<file path="config.mk">
export PLATFORM = sky130hd
export DESIGN_NAME = fetch
export DESIGN_NICKNAME = d
export VERILOG_FILES = /design/src/rtl/fetch_pkg.sv /design/src/rtl/fetch.sv
export SDC_FILE = /design/constraint.sdc
export NUM_CORES = 1
export LEC_CHECK = 0
export CAP_MARGIN = 40
export CORE_MARGIN = 2
export CORE_UTILIZATION = 40
export CTS_BUF_LIST = sky130_fd_sc_hd__clkbuf_4
export DETAILED_ROUTE_END_ITERATION = 8
export HOLD_SLACK_MARGIN = 0.15
export PLACE_DENSITY = 0.72
export SKIP_CTS_REPAIR_TIMING = 1
export SYNTH_ARGS = -nofsm -noshare
export SYNTH_HDL_FRONTEND = slang
export SYNTH_SLANG_ARGS = --single-unit
</file>
<file path="constraint.sdc">
create_clock -name CLK -period 2.6 [get_ports CLK]
set_input_delay 0.52 -clock CLK [delete_from_list [all_inputs] [get_ports CLK]]
set_output_delay 0.52 -clock CLK [all_outputs]
set_load 0.01 [all_outputs]
</file>
<file path="src/rtl/fetch_pkg.sv">
// fetch_pkg -- shared definitions for the instruction-fetch block.
//   RESET_PC_DEFAULT : default first fetch address after reset.
//   state_e          : fetch FSM states (REQ / HOLD / KILL).
//   align_word()     : forces an address onto a 32-bit word boundary.
package fetch_pkg;

  localparam logic [31:0] RESET_PC_DEFAULT = 32'h0000_0000;

  typedef enum logic [1:0] {
    ST_REQ  = 2'd0,  // request outstanding (or about to be issued)
    ST_HOLD = 2'd1,  // instruction presented, waiting for the consumer
    ST_KILL = 2'd2   // waiting out a request whose word will be dropped
  } state_e;

  function automatic logic [31:0] align_word(input logic [31:0] a);
    return {a[31:2], 2'b00};
  endfunction

endpackage

</file>
<file path="src/rtl/fetch.sv">
// fetch -- single-outstanding-request instruction fetch unit.
// Ports:
//   CLK, RST            clock; synchronous active-low reset
//   imem_req/imem_addr  request to instruction memory (held until imem_ack)
//   imem_ack/imem_rdata memory response
//   Ins/nextPC          fetched word and its fall-through address
//   ins_valid/ins_ready valid/ready handshake towards decode
//   redirect/newPC      control-flow change from execute
//   addr_err            one-cycle pulse on a misaligned redirect target
//   fetch_count         number of completed instruction transfers
// Every output comes straight from a register.
module fetch
  import fetch_pkg::*;
#(
  parameter logic [31:0] RESET_PC = RESET_PC_DEFAULT
) (
  input  logic        CLK,
  input  logic        RST,
  output logic        imem_req,
  output logic [31:0] imem_addr,
  input  logic        imem_ack,
  input  logic [31:0] imem_rdata,
  output logic [31:0] Ins,
  output logic [31:0] nextPC,
  output logic        ins_valid,
  input  logic        ins_ready,
  input  logic        redirect,
  input  logic [31:0] newPC,
  output logic        addr_err,
  output logic [31:0] fetch_count
);

  state_e      state_q, state_d;
  logic [31:0] pc_q, pc_d;
  logic        imem_req_q, imem_req_d;
  logic [31:0] imem_addr_q, imem_addr_d;
  logic [31:0] ins_q, ins_d;
  logic [31:0] next_pc_q, next_pc_d;
  logic        ins_valid_q, ins_valid_d;
  logic        addr_err_q, addr_err_d;
  logic [31:0] fetch_count_q, fetch_count_d;

  logic [31:0] redir_pc;
  logic        redir_misaligned;
  logic [31:0] pc_plus4;
  logic        transfer;

  always_comb begin
    state_d          = state_q;
    pc_d             = pc_q;
    imem_req_d       = imem_req_q;
    imem_addr_d      = imem_addr_q;
    ins_d            = ins_q;
    next_pc_d        = next_pc_q;
    ins_valid_d      = ins_valid_q;
    addr_err_d       = 1'b0;
    fetch_count_d    = fetch_count_q;
    redir_pc         = align_word(newPC);
    redir_misaligned = |newPC[1:0];
    pc_plus4         = pc_q + 32'd4;  // wraps naturally at 2^32
    transfer         = ins_valid_q & ins_ready;

    case (state_q)
      ST_REQ: begin
        if (!imem_req_q) begin
          // Only reachable straight out of reset: nothing is outstanding,
          // so any ack seen here is stale and ignored.
          imem_req_d = 1'b1;
          if (redirect) begin
            pc_d        = redir_pc;
            addr_err_d  = redir_misaligned;
            imem_addr_d = redir_pc;
          end else begin
            imem_addr_d = pc_q;
          end
        end else if (imem_ack) begin
          if (redirect) begin
            // Returned word belongs to the wrong path: drop it and issue
            // the redirected request immediately.
            pc_d        = redir_pc;
            addr_err_d  = redir_misaligned;
            imem_addr_d = redir_pc;
          end else begin
            ins_d       = imem_rdata;
            next_pc_d   = pc_plus4;
            ins_valid_d = 1'b1;
            pc_d        = pc_plus4;
            imem_req_d  = 1'b0;
            state_d     = ST_HOLD;
          end
        end else if (redirect) begin
          // The request cannot be withdrawn; keep it and discard its data.
          pc_d       = redir_pc;
          addr_err_d = redir_misaligned;
          state_d    = ST_KILL;
        end
      end

      ST_HOLD: begin
        if (redirect) begin
          // Redirect beats a same-cycle transfer; the word is not counted.
          ins_valid_d = 1'b0;
          pc_d        = redir_pc;
          addr_err_d  = redir_misaligned;
          imem_req_d  = 1'b1;
          imem_addr_d = redir_pc;
          state_d     = ST_REQ;
        end else if (transfer) begin
          ins_valid_d   = 1'b0;
          fetch_count_d = fetch_count_q + 32'd1;
          imem_req_d    = 1'b1;
          imem_addr_d   = pc_q;
          state_d       = ST_REQ;
        end
      end

      ST_KILL: begin
        if (imem_ack) begin
          // Stale word dropped; a redirect in this same cycle still wins.
          imem_req_d = 1'b1;
          state_d    = ST_REQ;
          if (redirect) begin
            pc_d        = redir_pc;
            addr_err_d  = redir_misaligned;
            imem_addr_d = redir_pc;
          end else begin
            imem_addr_d = pc_q;
          end
        end else if (redirect) begin
          pc_d       = redir_pc;
          addr_err_d = redir_misaligned;
        end
      end

      default: begin
        state_d    = ST_REQ;
        imem_req_d = 1'b0;
      end
    endcase
  end

  always_ff @(posedge CLK) begin
    if (!RST) begin
      state_q       <= ST_REQ;
      pc_q          <= RESET_PC;
      imem_req_q    <= 1'b0;
      imem_addr_q   <= RESET_PC;
      ins_q         <= 32'd0;
      next_pc_q     <= 32'd0;
      ins_valid_q   <= 1'b0;
      addr_err_q    <= 1'b0;
      fetch_count_q <= 32'd0;
    end else begin
      state_q       <= state_d;
      pc_q          <= pc_d;
      imem_req_q    <= imem_req_d;
      imem_addr_q   <= imem_addr_d;
      ins_q         <= ins_d;
      next_pc_q     <= next_pc_d;
      ins_valid_q   <= ins_valid_d;
      addr_err_q    <= addr_err_d;
      fetch_count_q <= fetch_count_d;
    end
  end

  assign imem_req    = imem_req_q;
  assign imem_addr   = imem_addr_q;
  assign Ins         = ins_q;
  assign nextPC      = next_pc_q;
  assign ins_valid   = ins_valid_q;
  assign addr_err    = addr_err_q;
  assign fetch_count = fetch_count_q;

endmodule
</file>
# After elaboration in Yosys (flattened, before gate mapping)
# Cells that the tools add are included.
# word_totals
register_bits,165
wordCells,71
# classes
n_addsub,2
n_eq_ne,11
n_mux,33
n_bitwise,2
n_reduce_logical,14
# ops
cell,n
two-way mux 32 bit,10
one-hot mux 32 bit (3 select lines),1
one-hot mux 32 bit (2 select lines),1
"adder 32 x 1 -> 32 bit, second input constant",1
"adder 32 x 3 -> 32 bit, second input constant",1
"inequality test 3 bit, second input constant",5
AND reduction 5 bit,3
two-way mux 2 bit,7
two-way mux 1 bit,11
"inequality test 2 bit, second input constant",4
one-hot mux 2 bit (3 select lines),1
AND reduction 3 bit,2
AND reduction 4 bit,1
nonzero test 2 bit,2
OR reduction 2 bit,2
one-hot mux 1 bit (3 select lines),1
nonzero test 3 bit,1
OR reduction 3 bit,1
"== test 2 x 1 -> 1 bit, second input constant",1
"== test 2 bit, second input constant",1
logical NOT 2 bit,1
one-hot mux 1 bit (2 select lines),1
AND reduction 2 bit,1
AND 1 bit,1
inverter 1 bit,1

# Depth between registers and ports, before layout
# Gate-level depths: netlist of the first run.
# logic_depth
ltp_word,5
depth_mapped,10
mapped_depth_nobuf,7

# Worst setup path before layout of the first run
# No wires, ideal clock.
# synth_path
path_type,input to register
from,input port redirect
to,"register fetch_count_q[31], in the netlist fetch_count[31]"
t_arrival_ns,2.123
required_time_ns,2.530
setup_slack_ns,0.407
path_stages,7
path_buffers,2
path_cell_list,buf_6 > and4b_1 > buf_6 > nand4_4 > or4_4 > or3_1 > a21oi_1
# synth_between
elab_chain_cells,2
# synth_lines
element,line_no,source
"start, declared",fetch.sv:27,"input logic redirect,"
inverter 1 bit (no line),n/a,
AND reduction 3 bit (no line),n/a,
"end signal, assigned",fetch.sv:162,fetch_count_q <= fetch_count_d;
"end, declared",fetch.sv:41,"logic [31:0] fetch_count_q, fetch_count_d;"
# Every way passes these cells.
# A chain may end at the register's enable or synchronous reset.

# Worst setup path in the final report of the first run
# layout_path
from,register state_q[0]
to,register pc_q[4]
# layout_between
elab_chain_cells,3
elab_cells_between_ends,6
# layout_lines
element,line_no,source
"start, declared",fetch.sv:33,"state_e state_q, state_d;"
"start signal, assigned",fetch.sv:154,state_q <= state_d;
== test 2 bit / == test 2 x 1 -> 1 bit (equally long branches),fetch.sv:63,case (state_q)
OR reduction 2 bit (no line),n/a,
one-hot mux 32 bit (2 select lines) / nonzero test 2 bit (equally long branches),n/a,
"end signal, assigned",fetch.sv:155,pc_q <= pc_d;
"end, declared",fetch.sv:34,"logic [31:0] pc_q, pc_d;"
# Parallel ways exist; a longest one is shown, timed or not.

==> reports/metrics.cfg, run 1 <==
[outcome]
status = complete, no violations

[drt]
wl_per_cell_microns = 16.2
drt_pre_antenna_iters = 5
drc = 0
drt_iter0_markers = 484
wl_mm = 21.7
via_per_inst = 5.39
vias = 7222
ant_nets = 0

[min_path]
min-delay-start = Ins[7]
hold_path_class = flop to flop

[synthesis]
synth_cell_types = 55
synth_edf_count = 0
synth_commonest_cells = 165 x dfxtp_1, 113 x nand2_1, 99 x a21oi_1, 98 x nor2_1, 60 x clkbuf_1
syn_nets = 978
synth-seq-cells = 165
synthFlopType = dfxtp_1
postSynthCellCount = 903
syn_area_per_cell_sq_um = 8.41
async_flop_share_pct = 0
ys_seq_area_share_pct = 43.5
synth_most_common_cell = dfxtp_1
yosysWarnings = 0
synthTopCellsByArea = dfxtp_1 43%, a21oi_1 6.5%, nand2_1 5.6%, mux2i_1 5.4%, nor2_1 4.8%
synth_top_area_cell = dfxtp_1
syn_area_sq_um = 7600
synth_top_area_share_pct = 43.5

[pwr]
ir_drop_mv = 0.351
p_per_area_nw_per_um2 = 573
leakagePower_nw = 3.67

[worst_setup_path]
start_kind = flop
endpoint_kind = flop
crit_type = flop to flop
worstReg2RegEnd = pc_q[4]
required_ns = 3.08
crit_arrival_ns = 2.92
reg2reg_from = state_q[0]
cp-endpoint = pc_q[4]
startpoint = state_q[0]
ff2ff_path_depth = 6
regToRegSetupSlack_ns = 0.16
critPathMaxFanout = 12

[global_route]
grt_max_degree = 65
globalRouteTotalUtil_pct = 21.5
grtUsageMet2_pct = 33.8
use_met1_pct = 29.3
grt_pass1_vias = 6572
grt_pass1_wl_mm = 34.5
overflow = 0
antenna_found_initial = 1
met3_usage_pct = 5.20
busiest_layer = met2

[clock_network]
cts_inserted_buffers = 17
cts_max_level = 4
cts_tree = built
cts_buffer_depth = 2
cts-root-buf = clkbuf_4
clkSlewWorstSetupHoldPaths_ns = 0.14
cts_sinks = 165
clock_latency_ns = 0.58

[sta]
slew-limit-headroom_pct = 37.8
setup_ws_ns = 0.164
worstMarginPinSlew_ns = 0.929
setup_violations = 0
hold_viol_final = 0
fmaxAchievable_mhz = 411
fin_crit_ns = 2.44
rsz0062_at_grt = false
setup_tns_ns = 0
min_period_over_period_pct = 93.7
fin_skew_ns = 0.0187
drv_slew = 0

[die]
die_w_microns = 142
ioPinCount = 200
fp-row-count = 50
initial_core_util_pct = 40.8
die_area_sq_um = 20100
die_h_microns = 142
core_sq_um = 18600

[place]
placed_cell_area_sq_um = 10000
port_buffers = 199
place_ws_ns = 0.00401
place.gp.congestion = 0.886
hpwl_mm = 15.5

[cells_and_area]
drive_above_1_share_pct = 8.42
layout.nets = 1166
area_growth_pct = 35.0
final_cell_area_sq_um = 10300

[flow_run]
drv_cap = 0

-- per-stage QoR --
| step | std cells | total power (W) | hold slack, ns | utilization [%] |
|---|---|---|---|---|
| 2_1_floorplan | 903 | 0.00376 | 0.441 | - |
| 3_3_place_gp | 1306 | 0.00452 | 0.441 | 53.6 |
| 3_5_place_dp | 1306 | 0.00454 | 0.448 | 53.6 |
| 4_1_cts | 1338 | 0.00593 | 0.424 | 55.0 |
| 5_1_grt | 1339 | 0.00621 | 0.409 | 55.0 |
| 6_report | 1339 | 0.00588 | 0.463 | 55.0 |
-- cell type report --
cell class	count	area [sq um]
Fill cell	1741	8390
Antenna cell	1	2.50
Inverter	11	43.8
Timing Repair Buffer	237	2360
Clock buffer	17	128
Multi-Input combinational cell	659	4000
Sequential cell	165	3300
Tap cell	234	293
Clock inverter	15	126
-- routing by layer --
layer | share of wire (%) | routed length (microns) | vias to the layer above
met1 | 45 | 9700 | 3334
met2 | 46 | 10000 | 266
li1 | - | - | 3595
met4 | 2.0 | 424 | 0
met3 | 7.2 | 1560 | 27
met5 | 0 | 0 | -
-- cells by family (layout without fill, tap and decap cells) --
| kind of cell | count (synthesis) | count (layout) | synth area share [%] |
|---|---|---|---|
| AOI/OAI and AO/OA | 215 | 215 | 17.5 |
| muxes | 41 | 41 | 5.40 |
| and+or+nand+nor | 341 | 341 | 22.0 |
| xor gates and xnor gates | 56 | 56 | 6.46 |
| other | 0 | 1 | 0 |
| buffers and inverters | 79 | 280 | 4.17 |
| adders and majority gates | 6 | 6 | 0.988 |
| DFF | 165 | 165 | 43.5 |
-- layout by cell type, fill, tap and decap left out, drive strengths merged, types with 3 or more instances in the layout --
master,count
nor4,15
and3,13
mux2i,41
o221ai,9
nor2,98
clkbuf,17
or3,5
nor2b,6
ha,6
o221a,7
and4,5
nand2,113
nand3,27
a211oi,39
clkdlybuf4s50,199
inv,14
nand2b,7
a22oi,6
clkinv,10
xnor2,28
o22ai,3
a21oi,99
a31oi,4
a32oi,4
nor3,10
xor2,28
nand4,24
buf,38
o21ai,32
dfxtp,165
or2,6
-- worst max-delay path: stages (launching register included) --
cell,delay [ns]
dfxtp_1,0.42
inv_1,0.08
ha_1,0.39
nand3b_1,0.22
nor2_1,0.73
a32oi_1,0.22
o221a_2,0.28
-- how the worst min path moves through the flow --
stage / end / slack [ns] / depth (start not counted)
2_1_floorplan: nextPC[0] / 0.44 / 2
3_3_place_gp: Ins[30] / 0.44 / 2
3_5_place_dp: Ins[17] / 0.45 / 2
4_1_cts: Ins[25] / 0.42 / 3
5_1_grt: Ins[18] / 0.41 / 3
6_report: Ins[7] / 0.46 / 2
-- registers in the layout (all words and copies together) (netlist names) --
signal       flops
Ins             32
fetch_count     32
imem_addr       32
nextPC          32
pc_q            32
state_q          2
addr_err         1
imem_req         1
ins_valid        1
-- where the power goes --
part / internal, W / switching, W / total (W)
sequential: 0.00276 / 0.000189 / 0.00295
combinational: 0.000771 / 0.000753 / 0.00152
clock: 0.000402 / 0.000997 / 0.00140
No activity file was read; power rests on OpenSTA's default activity.
==> run 2, diff against run 1 <==
--- a/config.mk
+++ b/config.mk
@@ -7,12 +7,13 @@
 export LEC_CHECK = 0
 export CAP_MARGIN = 40
 export CORE_MARGIN = 2
-export CORE_UTILIZATION = 40
+export CORE_UTILIZATION = 48
 export CTS_BUF_LIST = sky130_fd_sc_hd__clkbuf_4
 export DETAILED_ROUTE_END_ITERATION = 8
 export HOLD_SLACK_MARGIN = 0.15
-export PLACE_DENSITY = 0.72
+export PLACE_DENSITY = 0.83
 export SKIP_CTS_REPAIR_TIMING = 1
 export SYNTH_ARGS = -nofsm -noshare
 export SYNTH_HDL_FRONTEND = slang
 export SYNTH_SLANG_ARGS = --single-unit
+export TNS_END_PERCENT = 5
==> reports/metrics.cfg, run 2 (synthesis results as in run 1) <==
[cells_and_area]
area_growth_pct = 34.9
final_cells = 1317
final_util_pct = 66.9
drive_above_1_share_pct = 8.60
num-fill-cells = 1307
final_cell_area_sq_um = 10300
final_cell_mix = 199 x clkdlybuf4s50_1, 165 x dfxtp_1, 113 x nand2_1, 98 x a21oi_1, 98 x nor2_1
layout_commonest_cell = clkdlybuf4s50_1
layout.nets = 1168

[sta]
fin_skew_ns = 0.0274
setup_violations = 0
fin_crit_ns = 2.32
slew-limit-headroom_pct = 65.5
hold_viol_final = 0
hold_ws_ns = 0.462
setup_tns_ns = 0
drv_slew = 0
min_period_over_period_pct = 89.2
worstMarginPinSlew_ns = 0.518
rsz0062_at_grt = false
fmaxAchievable_mhz = 431

[global_route]
grt_pass1_vias = 7018
globalRouteTotalUtil_pct = 25.6
met3_usage_pct = 6.85
grt_max_degree = 77
grt_pass1_wl_mm = 34.6
overflow = 0
busiest_layer = met2
antenna_found_initial = 1
use_met1_pct = 33.7
grtUsageMet2_pct = 41.1

[drt]
wl_mm = 21.5
drt_iter0_markers = 566
ant_nets = 0
drc = 0
drt_pre_antenna_iters = 5
via_per_inst = 5.57
wl_per_cell_microns = 16.3
vias = 7340

[min_path]
whs_path_depth = 2
whs_endpoint = Ins[27]
min-delay-start = Ins[27]
hold_path_class = flop to flop

[worst_setup_path]
ff2ff_path_depth = 8
crit_arrival_ns = 1.80
start_kind = flop
reg2reg_from = state_q[0]
endpoint_kind = output port
critical_path.cell_chain = clkdlybuf4s50_1
cpPeakStageDelay_ns = 0.66
critPathMaxFanout = 11
slowest_stage = clkdlybuf4s50_1
regToRegSetupSlack_ns = 0.36
critical-path-top-delay-family = buffers and inverters
required_ns = 2.08
path_buf_inv = 1
worstReg2RegEnd = pc_q[6]
crit_type = flop to output port

[clock_network]
clkSlewWorstSetupHoldPaths_ns = 0.12
clock_latency_ns = 0.55
cts_tree = built
cts_max_level = 4
cts-root-buf = clkbuf_4
cts_inserted_buffers = 17
cts_sinks = 165
cts_buffer_depth = 2

[die]
die_h_microns = 130
ioPinCount = 200
die_area_sq_um = 16900
core_sq_um = 15300
initial_core_util_pct = 49.6
die_w_microns = 130
fp-row-count = 45

[place]
port_buffers = 199
placed_cell_area_sq_um = 9960
place_inst = 1285
place.gp.congestion = 0.898
hpwl_mm = 15.5

[pwr]
ir_drop_mv = 0.599
leakagePower_nw = 3.70
p_per_area_nw_per_um2 = 590

[flow_run]
drv_cap = 0

[outcome]
status = complete, no violations

[run 2: changes by cell type in the layout (fill, tap and decap cells not counted), sizes merged]
cell    change
inv         -5
clkbuf      +4
bufinv      +3
clkinv      -3
buf         +2
[run 2: how the worst max path moves through the flow]
stage | slack, ns | startpoint | cells after the start | to
after global routing | 0.19 | imem_req | 1 | imem_req
after floorplan | 0.41 | redirect | 7 | fetch_count[31]
after global placement | 0.13 | redirect | 6 | fetch_count[30]
after CTS | 0.26 | imem_req | 1 | imem_req
final | 0.28 | imem_req | 1 | imem_req
after detailed placement | 0.004 | redirect | 8 | imem_addr[25]
[run 2: where the power goes]
part | total [W] | switching [W] | internal, W
combinational | 0.00152 | 0.000757 | 0.000767
sequential | 0.00296 | 0.000193 | 0.00276
clock | 0.00157 | 0.000873 | 0.000698
total | 0.00605 | 0.00182 | 0.00423
[run 2: layout make-up]
cell class / count / area, sq um / share of cell area [%]
timing repair buffer: 239 / 2350 / 23.0
sequential: 165 / 3300 / 32.2
antenna: 1 / 2.50 / 0.0244
multi-input combinational: 659 / 4000 / 39.0
clock buffer: 21 / 158 / 1.54
clock inverter: 10 / 133 / 1.29
inverter: 11 / 42.5 / 0.415
tap: 211 / 264 / 2.58
[run 2: through the flow]
step	worst slack [ns]	total power [W]
6_report	0.280	0.00605
5_1_grt	0.191	0.00634
4_1_cts	0.256	0.00607
3_5_place_dp	0.00417	0.00453
3_3_place_gp	0.129	0.00449
2_1_floorplan	0.407	0.00376
[run 2: metal layers]
metal  up-vias  wire length, microns
li1       3584                     -
met1      3439                  9160
met2       282                 10200
met3        35                  1740
met4         0                   406
met5         -                     0
==> run 3, diff against run 2 <==
--- a/config.mk
+++ b/config.mk
@@ -5,13 +5,15 @@
 export SDC_FILE = /design/constraint.sdc
 export NUM_CORES = 1
 export LEC_CHECK = 0
+export ABC_AREA = 1
+export ABC_CLOCK_PERIOD_IN_PS = 2600
 export CAP_MARGIN = 40
 export CORE_MARGIN = 2
 export CORE_UTILIZATION = 48
 export CTS_BUF_LIST = sky130_fd_sc_hd__clkbuf_4
 export DETAILED_ROUTE_END_ITERATION = 8
 export HOLD_SLACK_MARGIN = 0.15
-export PLACE_DENSITY = 0.83
+export PLACE_DENSITY = 0.81
 export SKIP_CTS_REPAIR_TIMING = 1
 export SYNTH_ARGS = -nofsm -noshare
 export SYNTH_HDL_FRONTEND = slang
==> reports/metrics.cfg, run 3 <==
[outcome]
status = complete, no violations

[die]
core_sq_um = 17200
die_w_microns = 137
ioPinCount = 200
die_area_sq_um = 18600
fp-row-count = 48
die_h_microns = 137
initial_core_util_pct = 48.9

[pwr]
power_w = 0.00737
power_switching_share_pct = 36.5
ir_drop_mv = 0.456
switchingPower_w = 0.00269
intPower_w = 0.00468
power.share.clock_pct = 21.1
p_comb_share_pct = 35.2
p_per_area_nw_per_um2 = 672
p_seq_share_pct = 43.7
leakagePower_nw = 4.27

[sta]
setup_violations = 0
drv_slew = 0
fin_skew_ns = 0.0199
fin_crit_ns = 2.30
hold_viol_final = 0
min_period_over_period_pct = 88.5
rsz0062_at_grt = false
fmaxAchievable_mhz = 435
hold_ws_ns = 0.408
slew-limit-headroom_pct = 63.6
worstMarginPinSlew_ns = 0.546
setup_tns_ns = 0

[worst_setup_path]
endpoint_kind = flop
cpPeakStageDelay_ns = 0.43
critical_path.cell_chain = inv_1 > ha_1 > nor2_1 > inv_1 > nand2_1 > inv_2 > buf_4 > nand2_1 > a31oi_1
required_ns = 3.13
ff2ff_path_depth = 9
worstReg2RegEnd = imem_addr[10]
start_kind = flop
critPathMaxFanout = 25
slowest_stage = dfxtp_1
reg2reg_from = state_q[0]
crit_type = flop to flop
regToRegSetupSlack_ns = 0.30
crit_arrival_ns = 2.83

[drt]
drc = 0
drt_pre_antenna_iters = 5
wl_per_cell_microns = 15.9
via_per_inst = 5.39
ant_nets = 0
drt_iter0_markers = 722
wl_mm = 27.3
vias = 9268

[clock_network]
cts_max_level = 4
clock_latency_ns = 0.60
cts-root-buf = clkbuf_4
cts_buffer_depth = 2
clkSlewWorstSetupHoldPaths_ns = 0.14
cts_inserted_buffers = 17
cts_tree = built
cts_sinks = 165

[global_route]
grt_max_degree = 60
grt_pass1_wl_mm = 43.0
grt_pass1_vias = 8552
antenna_found_initial = 1
overflow = 0
globalRouteTotalUtil_pct = 29.4

[synthesis]
syn_nets = 1372
synthFlopType = dfxtp_1
syn_area_per_cell_sq_um = 6.50
synth_top_area_cell = dfxtp_1
synthTopCellsByArea = dfxtp_1 39%, nand2_1 14%, nor2_1 10%, o21ai_0 9.1%, a21oi_1 6.6%
synth_edf_count = 0
synth_compound_area_share_pct = 18.8
yosys.area_share.simple_pct = 30.7
synth-seq-cells = 165
postSynthCellCount = 1297
muxShareOfSynthArea_pct = 0
synth_cell_types = 35
synth_top_area_share_pct = 39.2
synth_most_common_cell = nand2_1
async_flop_share_pct = 0
synth_top_family_by_area = simple AND/OR/NAND/NOR gates
syn_area_sq_um = 8430
synth_fa_ha_area_share_pct = 0.890
ys_seq_area_share_pct = 39.2
synth-xor-area-share_pct = 2.08
synth_commonest_cells = 310 x nand2_1, 224 x nor2_1, 165 x dfxtp_1, 154 x o21ai_0, 111 x a21oi_1
yosysWarnings = 0

[flow_run]
drv_cap = 0

[place]
hpwl_mm = 20.3
place.gp.congestion = 1.00
port_buffers = 199

[min_path]
hold_path_class = input port to flop
whs_path_depth = 3
whs_endpoint = fetch_count[17]
min-delay-start = RST

[cells_and_area]
area_growth_pct = 30.1
layout_commonest_cell = nand2_1
drive_above_1_share_pct = 5.83
layout.nets = 1555
final_cell_mix = 310 x nand2_1, 224 x nor2_1, 198 x clkdlybuf4s50_1, 165 x dfxtp_1, 154 x o21ai_0

[run 3: cell count changes in the layout (fill, tap and decap cells not counted), sizes merged, moves of 27 or more]
cell	before	now
a211oi	39	2
inv	9	117
mux2i	41	0
nand2	113	315
nor2	98	234
o21ai	32	154
xnor2	28	1
[run 3: layer usage]
layer	share of wire (%)	track usage [%]	routed length, microns	up-vias
li1	-	-	-	4553
met1	41	37.0	11100	4235
met2	48	48.3	13000	413
met3	8.0	6.19	2200	65
met4	3.5	12.9	962	2
met5	0.19	2.22	52	-
[run 3: cells by family (layout without fill, tap and decap cells)]
logic type | after synthesis | after routing
xor gates and xnor gates | 20 | 20
buffers and inverters | 178 | 374
and+or+nand+nor | 627 | 627
DFF | 165 | 165
AOI/OAI and AO/OA | 301 | 301
adders and majority gates | 6 | 6
other | 0 | 1
[run 3: worst max-delay path, delay by kind of cell, from the launching register on]
| kind | cells | cell delay [ns] |
|---|---|---|
| buffers and inverters | 4 | 0.96 |
| DFF | 1 | 0.43 |
| adders and majority gates | 1 | 0.34 |
| AOI/OAI and AO/OA | 1 | 0.18 |
| and+or+nand+nor | 3 | 0.31 |
[run 3: how the worst max path moves through the flow]
stage                          endpoint       start  depth (start not counted)  slack, ns
after global placement        ins_valid    redirect                          9       0.33
final                     imem_addr[10]  state_q[0]                          9       0.30
after floorplan                pc_q[22]  state_q[0]                          9       0.85
after detailed placement     state_q[1]    redirect                          8       0.29
after CTS                 imem_addr[10]  state_q[0]                          9       0.37
after global routing      imem_addr[13]  state_q[1]                          9       0.12
[run 3: metrics by stage]
stage | area, sq um | utilization (%) | worst slack, ns | std cells
finish | 11000 | 63.6 | 0.299 | 1719
global placement | 10700 | 62.0 | 0.326 | 1686
CTS | 11000 | 63.6 | 0.367 | 1718
floorplan | 8430 | - | 0.846 | 1297
global route | 11000 | 63.6 | 0.122 | 1719
detailed placement | 10700 | 62.0 | 0.293 | 1686
[run 3: cell type report]
class	instances	area, sq um
sequential	165	3300
antenna	1	2.50
inverter	116	435
multi-input combinational	954	4420
clock buffer	20	150
fill	1618	6270
tap	225	282
clock inverter	12	131
timing repair buffer	226	2240
[run 3: power by group through the flow]
stage,clock network [W],logic [W],registers (W)
5_1_grt,0.00167,0.00284,0.00327
2_1_floorplan,0,0.00121,0.00336
4_1_cts,0.00156,0.00258,0.00322
3_5_place_dp,0,0.00256,0.00326
3_3_place_gp,0,0.00252,0.00326
6_report,0.00155,0.00259,0.00323
